[src/rtl/scpu_mem_pkg.sv]
// Shared definitions for the system memory bus: widths, sequencer states, port ids.
package scpu_mem_pkg;

  localparam int ADDR_W_DEF = 16;
  localparam int DATA_W_DEF = 8;

  // Bus sequencer states; reads take one more strobe phase than writes.
  typedef enum logic [2:0] {
    IDLE  = 3'd0,
    WR    = 3'd1,
    RD    = 3'd2,
    RD_OE = 3'd3,
    ACK   = 3'd4
  } arb_state_t;

  localparam logic PORT_CPU = 1'b0;
  localparam logic PORT_LDR = 1'b1;

endpackage

[src/rtl/mem_arb_pick.sv]
// Combinational 2-way picker: a lone requester wins, ties go by priority mode.
module mem_arb_pick
  import scpu_mem_pkg::*;
#(
  parameter bit FIXED_PRIO = 1'b0
) (
  input  logic [1:0] req,
  input  logic       last_grant,
  output logic       valid,
  output logic       winner
);

  // Tie: fixed mode favours the CPU, round-robin favours whoever lost last time.
  always_comb begin
    valid  = |req;
    winner = PORT_CPU;
    if (req == 2'b11)
      winner = FIXED_PRIO ? PORT_CPU : ~last_grant;
    else if (req[1])
      winner = PORT_LDR;
  end

endmodule

[src/rtl/mem_bus_arbiter.sv]
// Two-port arbiter and strobe sequencer for the shared memory bus.
// Strobes, acks and busy are decoded from state only, so no request input
// reaches the memory combinationally.
module mem_bus_arbiter
  import scpu_mem_pkg::*;
#(
  parameter bit FIXED_PRIO = 1'b0,
  parameter int ADDR_W     = ADDR_W_DEF,
  parameter int DATA_W     = DATA_W_DEF
) (
  input  logic              clk,
  input  logic              rst,
  input  logic              m0_req,
  input  logic              m0_we,
  input  logic [ADDR_W-1:0] m0_addr,
  input  logic [DATA_W-1:0] m0_wdata,
  output logic              m0_ack,
  output logic [DATA_W-1:0] m0_rdata,
  input  logic              m1_req,
  input  logic              m1_we,
  input  logic [ADDR_W-1:0] m1_addr,
  input  logic [DATA_W-1:0] m1_wdata,
  output logic              m1_ack,
  output logic [DATA_W-1:0] m1_rdata,
  output logic [ADDR_W-1:0] mem_addr,
  output logic [DATA_W-1:0] mem_wdata,
  input  logic [DATA_W-1:0] mem_rdata,
  output logic              mem_ce,
  output logic              mem_w,
  output logic              mem_r,
  output logic              mem_oe,
  output logic              busy
);

  arb_state_t state_q, state_d;
  logic       grant_id;
  logic       last_grant;
  logic       pick_vld;
  logic       pick_win;
  logic       sel_we;

  mem_arb_pick #(.FIXED_PRIO(FIXED_PRIO)) u_pick (
    .req        ({m1_req, m0_req}),
    .last_grant (last_grant),
    .valid      (pick_vld),
    .winner     (pick_win)
  );

  assign sel_we = pick_win ? m1_we : m0_we;

  // Next-state: one strobe phase per state, ACK always returns to IDLE.
  always_comb begin
    state_d = state_q;
    case (state_q)
      IDLE:    if (pick_vld) state_d = sel_we ? WR : RD;
      WR:      state_d = ACK;
      RD:      state_d = RD_OE;
      RD_OE:   state_d = ACK;
      ACK:     state_d = IDLE;
      default: state_d = IDLE;
    endcase
  end

  // State register; reset drops any transaction in flight without an ack.
  always_ff @(posedge clk or negedge rst) begin
    if (!rst) state_q <= IDLE;
    else      state_q <= state_d;
  end

  // Capture the winner's fields at grant; held stable until the next grant.
  always_ff @(posedge clk or negedge rst) begin
    if (!rst) begin
      mem_addr   <= '0;
      mem_wdata  <= '0;
      grant_id   <= PORT_CPU;
      last_grant <= PORT_LDR;
    end else if (state_q == IDLE && pick_vld) begin
      mem_addr   <= pick_win ? m1_addr  : m0_addr;
      mem_wdata  <= pick_win ? m1_wdata : m0_wdata;
      grant_id   <= pick_win;
      last_grant <= pick_win;
    end
  end

  // Read data lands only in the granted port's register, at the end of RD_OE.
  always_ff @(posedge clk or negedge rst) begin
    if (!rst) begin
      m0_rdata <= '0;
      m1_rdata <= '0;
    end else if (state_q == RD_OE) begin
      if (grant_id == PORT_LDR) m1_rdata <= mem_rdata;
      else                      m0_rdata <= mem_rdata;
    end
  end

  assign mem_ce = (state_q == WR) || (state_q == RD) || (state_q == RD_OE);
  assign mem_w  = (state_q == WR);
  assign mem_r  = (state_q == RD);
  assign mem_oe = (state_q == RD_OE);
  assign m0_ack = (state_q == ACK) && (grant_id == PORT_CPU);
  assign m1_ack = (state_q == ACK) && (grant_id == PORT_LDR);
  assign busy   = (state_q != IDLE);

endmodule

[config.mk]
export PLATFORM = sky130hd
export DESIGN_NAME = mem_bus_arbiter
export DESIGN_NICKNAME = d
export VERILOG_FILES = /design/src/rtl/scpu_mem_pkg.sv /design/src/rtl/mem_arb_pick.sv /design/src/rtl/mem_bus_arbiter.sv
export SDC_FILE = /design/constraint.sdc
export NUM_CORES = 1
export LEC_CHECK = 0
export CAP_MARGIN = 40
export CORE_MARGIN = 5
export CORE_UTILIZATION = 43
export CTS_CLUSTER_DIAMETER = 100
export DETAILED_ROUTE_END_ITERATION = 6
export PLACE_DENSITY_LB_ADDON = 0.3
export SETUP_SLACK_MARGIN = 0.05
export SYNTH_ARGS = -nofsm -noshare
export SYNTH_HDL_FRONTEND = slang
export SYNTH_SLANG_ARGS = --single-unit
[constraint.sdc]
create_clock -name clk -period 3.72 [get_ports clk]
set_input_delay 0.558 -clock clk [delete_from_list [all_inputs] [get_ports clk]]
set_output_delay 0.558 -clock clk [all_outputs]
set_load 0.005 [all_outputs]
# Word-level counts from Yosys, hierarchy flattened
# Index checks and enable logic that the tools add are counted.
# word_totals
elab_cells,34
regBits,45
ram_bits,0
latch_bits,0
inputBits,62
rom_bits,0
mem_count,0
# op_classes
n_lt_le_gt_ge,0
mul,0
n_reduce_logical,11
n_eq_ne,6
div_mod_pow,0
muxes,8
bitwise_logic,2
addsub,0
n_shift,0
# op_table
cell,n
$mux W16,1
$pmux W3 S3,1
$mux W8,1
$eq A3 B2 Y1 const B,2
$reduce_and A2 Y1,2
$reduce_or A2 Y1,2
$eq A3 B1 Y1 const B,1
$eq A3 B3 Y1 const B,1
$logic_and A1 B1 Y1,3
$logic_not A3 Y1,1
$mux W1,3
$mux W3,1
$reduce_bool A3 Y1,1
$eq A2 B2 Y1 const B,1
$logic_or A1 B1 Y1,2
$mux W2,1
$ne A2 B2 Y1 const B,1
$not A1 Y1,2

# Longest topological paths before layout
# logic_depth
depth_word,6
mapped_depth,5
ltp_nobuf,3

# Hierarchy
# Synthesis repeated with hierarchy kept, for this count alone.
# unflattened
cells_unflattened,140
area_unflattened_um2,2087.0
# by_module_without_submodules
mod,instances,cells_each,area_each_um2
mem_bus_arbiter,1,138,2073.2
mem_arb_pick,1,2,13.8

# Worst setup path after synthesis
# Ideal clock, no wire load.
# synth_timing
path_kind,input-to-reg
startpoint,in m1_req
endpoint,reg mem_addr[0]
stages,4
t_arrival_ps,1568
path_buffers,1
path_slack_ps,2027
required_ps,3595
cell_sequence,a21boi_4 buf_6 mux2_2 mux2_4
# synth_between
elab_chain_len,3
word_cells_on_any_way,6
cone_classes,eq/ne: 1; mux: 3; reduce/logical: 2
# synth_lines
element,line_no,text
from (decl),mem_bus_arbiter.sv:19,"input logic m1_req,"
$eq A2 B2 Y1 / $mux W1 (equally long branches),"mem_arb_pick.sv:17, mem_arb_pick.sv:19",
$mux W1,mem_arb_pick.sv:17,if (req == 2'b11)
$mux W16,mem_bus_arbiter.sv:78,mem_addr <= pick_win ? m1_addr : m0_addr;
to (signal assigned),mem_bus_arbiter.sv:78,
to (decl),mem_bus_arbiter.sv:25,"output logic [ADDR_W-1:0] mem_addr,"
# Several ways; a longest one is shown, not always the timed one.
# A chain may end at the register's enable or synchronous reset.

# Worst setup path after layout
# layout_timing
startpoint,in m1_req
endpoint,reg mem_wdata[3]
# layout_between
elab_chain_len,3
word_cells_on_any_way,6
cone_classes,eq/ne: 1; mux: 3; reduce/logical: 2
# layout_lines
element,line_no,text
$eq A2 B2 Y1 / $mux W1 (equally long branches),"mem_arb_pick.sv:17, mem_arb_pick.sv:19",
$mux W1,mem_arb_pick.sv:17,
$mux W8,mem_bus_arbiter.sv:79,mem_wdata <= pick_win ? m1_wdata : m0_wdata;
to (signal assigned),mem_bus_arbiter.sv:79,
to (decl),mem_bus_arbiter.sv:26,"output logic [DATA_W-1:0] mem_wdata,"
# Several ways; a longest one is shown, not always the timed one.

==> results.yml <==
flow_run:
  max_cap_violations: 0
final_layout:
  antenna_cells: 0
  multi_input_area_sq_um: 973
  seq_area_sq_um: 1130
  areaGrowthSynthToFinish_pct: 54.4
  fillCellCount: 392
  drive_gt1_share_pct: 31.3
  final_nets: 314
placed_design:
  io_buffers: 108
  dp_hpwl_um: 3960
  place_congestion: 0.676
yosys:
  syn_area_sq_um: 2200
  ys_types: 23
  synth-seq-cells: 45
  seq_area_frac_synth_pct: 51.3
  syn_inst: 141
  avgSynthCellArea_sq_um: 15.6
  yosysWarningCount: 0
  synth_nets: 203
clocking:
  cts_root_buf: "clkbuf_8"
  cts_tree: "built"
  cts.sinks: 45
  postCtsSetupBuffers: 0
  clk_latency_ns: 0.29
  ctsHoldBuffers: 0
  clock_path_buffers: 2
  ctsResizeCount: 0
  clk_pin_slew_ns: 0.08
  cts_made_buffers: 5
  cts.htree.levels: 2
global_route:
  grt_pass1_vias: 1651
  grt_pass1_wl_um: 8140
  gr-usage-all-layers_pct: 16.4
  grt_overflow: 0
  grt_max_degree: 35
  antenna_found_initial: 0
sta:
  fin_crit_ns: 2.36
  fmax_mhz: 423
  tightest_slew_ns: 0.880
  hold_viol: 0
  max-slew-margin-rel_pct: 41.2
  setup_tns_ns: 0
  finClkSkew_ns: 0.00330
  setup_viol: 0
  fin_crit_sh_pct: 63.6
  rsz0062_at_grt: "false"
  drv_slew: 0
critical_path:
  cp-end-kind: "register"
  cp.arrival_ns: 2.54
  rr_startpoint: "state_q[0]$_DFFE_PN0P_"
  r2r_slack_ns: 1.81
  path_class: "primary input to register"
  rr_worst_depth: 4
  start_kind: "primary input"
  critPathMaxFanout: 26
  crit_required_ns: 3.90
  r2r_end: "mem_wdata[3]$_DFFE_PN0P_"
die:
  core-area_sq_um: 5040
  die_w_um: 81.5
  die_h_um: 81.5
  fp-row-count: 26
  die_area_sq_um: 6640
  io_pins: 109
  initial_utilization_pct: 43.6
route:
  drtIter0Drc: 53
  antenna_left: 0
  viasPerCell: 4.68
  avgRoutedWirePerCell_um: 16.2
  drcViolationCount: 0
  num_vias: 1507
  firstDrtPassIters: 3
  drt_wl_total_um: 5220
status:
  status: "complete, no violations"
power:
  peakVddDrop_v: 0.000641
  total_leakage_power_uw: 0.00142
  p_per_area_nw_per_um2: 743
  p_total_uw: 2520
min_path:
  hold_class: "primary input to asynchronous set/reset pin"
## metal layers
| metal | GRT usage [%] | vias up | routed length, um |
|---|---|---|---|
| li1 | - | 714 | - |
| met1 | 19.3 | 729 | 2100 |
| met2 | 28.3 | 57 | 2610 |
| met3 | 5.26 | 7 | 438 |
| met4 | 5.24 | 0 | 65 |
| met5 | 0 | - | 0 |
## sequential cells by signal, indices dropped and copies added (netlist names)
register	flops
grant_id	1
mem_wdata	8
last_grant	1
m1_rdata	8
state_q	3
mem_addr	16
m0_rdata	8
## layout make-up
cell class | count | area share (%)
multi-input combinational | 87 | 28.7
clock inverter | 1 | 0.221
inverter | 3 | 0.332
tap | 70 | 2.58
timing repair buffer | 110 | 32.5
sequential | 45 | 33.2
clock buffer | 6 | 2.43
## how the worst max path moves through the flow
stage	cells past startpoint	start	endpoint	slack [ns]
global placement	4	m1_req	mem_addr[6]$_DFFE_PN0P_	1.09
global route	4	m1_req	mem_wdata[3]$_DFFE_PN0P_	1.26
CTS	4	m1_req	mem_wdata[3]$_DFFE_PN0P_	1.37
floorplan	4	m1_req	mem_addr[0]$_DFFE_PN0P_	2.03
detailed placement	4	m1_req	mem_wdata[3]$_DFFE_PN0P_	1.05
finish	4	m1_req	mem_wdata[3]$_DFFE_PN0P_	1.36
## cell usage in the layout (no fill, tap or decap)
master,instances
and2_1,2
o21ai_0,1
a21oi_1,2
mux2_2,37
clkinvlp_4,1
mux2_4,27
nor3_2,1
o21a_1,1
nand2_2,1
nand2_1,2
buf_4,1
clkdlybuf4s50_1,107
buf_2,1
nor3_1,2
a21boi_4,1
dfstp_2,1
nor2b_1,1
dfrtp_1,44
inv_1,3
a31oi_1,1
nor2_1,4
o21ba_2,1
buf_12,1
or3_1,1
mux2_1,1
clkbuf_8,6
and3b_1,1
## through the flow
| step | util (%) | area [sq um] | setup slack, ns | hold WS, ns | instances |
|---|---|---|---|---|---|
| after detailed placement | 65.5 | 3300 | 1.05 | 0.464 | 315 |
| after CTS | 67.3 | 3390 | 1.37 | 0.141 | 322 |
| after global routing | 67.3 | 3390 | 1.26 | 0.147 | 322 |
| final | 67.3 | 3390 | 1.36 | 0.140 | 322 |
| after global placement | 65.1 | 3280 | 1.09 | 0.487 | 314 |
| after floorplan | - | 2200 | 2.03 | 0.262 | 141 |
## logic make-up (layout without fill, tap and decap cells)
logic type | count (synthesis) | after routing | share of synthesized area, %
muxes | 65 | 65 | 37.9
buffers and inverters | 9 | 120 | 4.38
AOI/OAI and AO/OA | 7 | 7 | 2.62
DFF | 45 | 45 | 51.3
and+or+nand+nor | 15 | 15 | 3.76
## synth_stat cells
library cell  instances  area share [%]
dfrtp_1              44              50
nand2_2               1            0.28
a21boi_4              1            0.85
and2_1                2            0.57
nand2_1               2            0.34
mux2_1                1            0.51
and3b_1               1            0.40
nor2_1                4            0.68
dfstp_2               1             1.2
a21oi_1               2            0.46
mux2_4               27              18
buf_12                2             1.8
or3_1                 1            0.28
nor3_1                2            0.46
inv_1                 3            0.51
mux2_2               37              19
nor3_2                1            0.46
buf_6                 4             2.0
a31oi_1               1            0.28
nor2b_1               1            0.28
o21ba_2               1            0.46
o21ai_0               1            0.23
o21a_1                1            0.34
## worst max-delay path, stage by stage
cell             delay, ns
clkdlybuf4s50_1       0.54
a21boi_4              0.74
mux2_2                0.42
mux2_2                0.27
## where the power goes
part           switching (uW)  leakage [uW]  internal, uW
Sequential                162      0.000533           745
Combinational             394      0.000847           917
Clock                     157     0.0000433           147
Power figures use the tool's default switching activity.
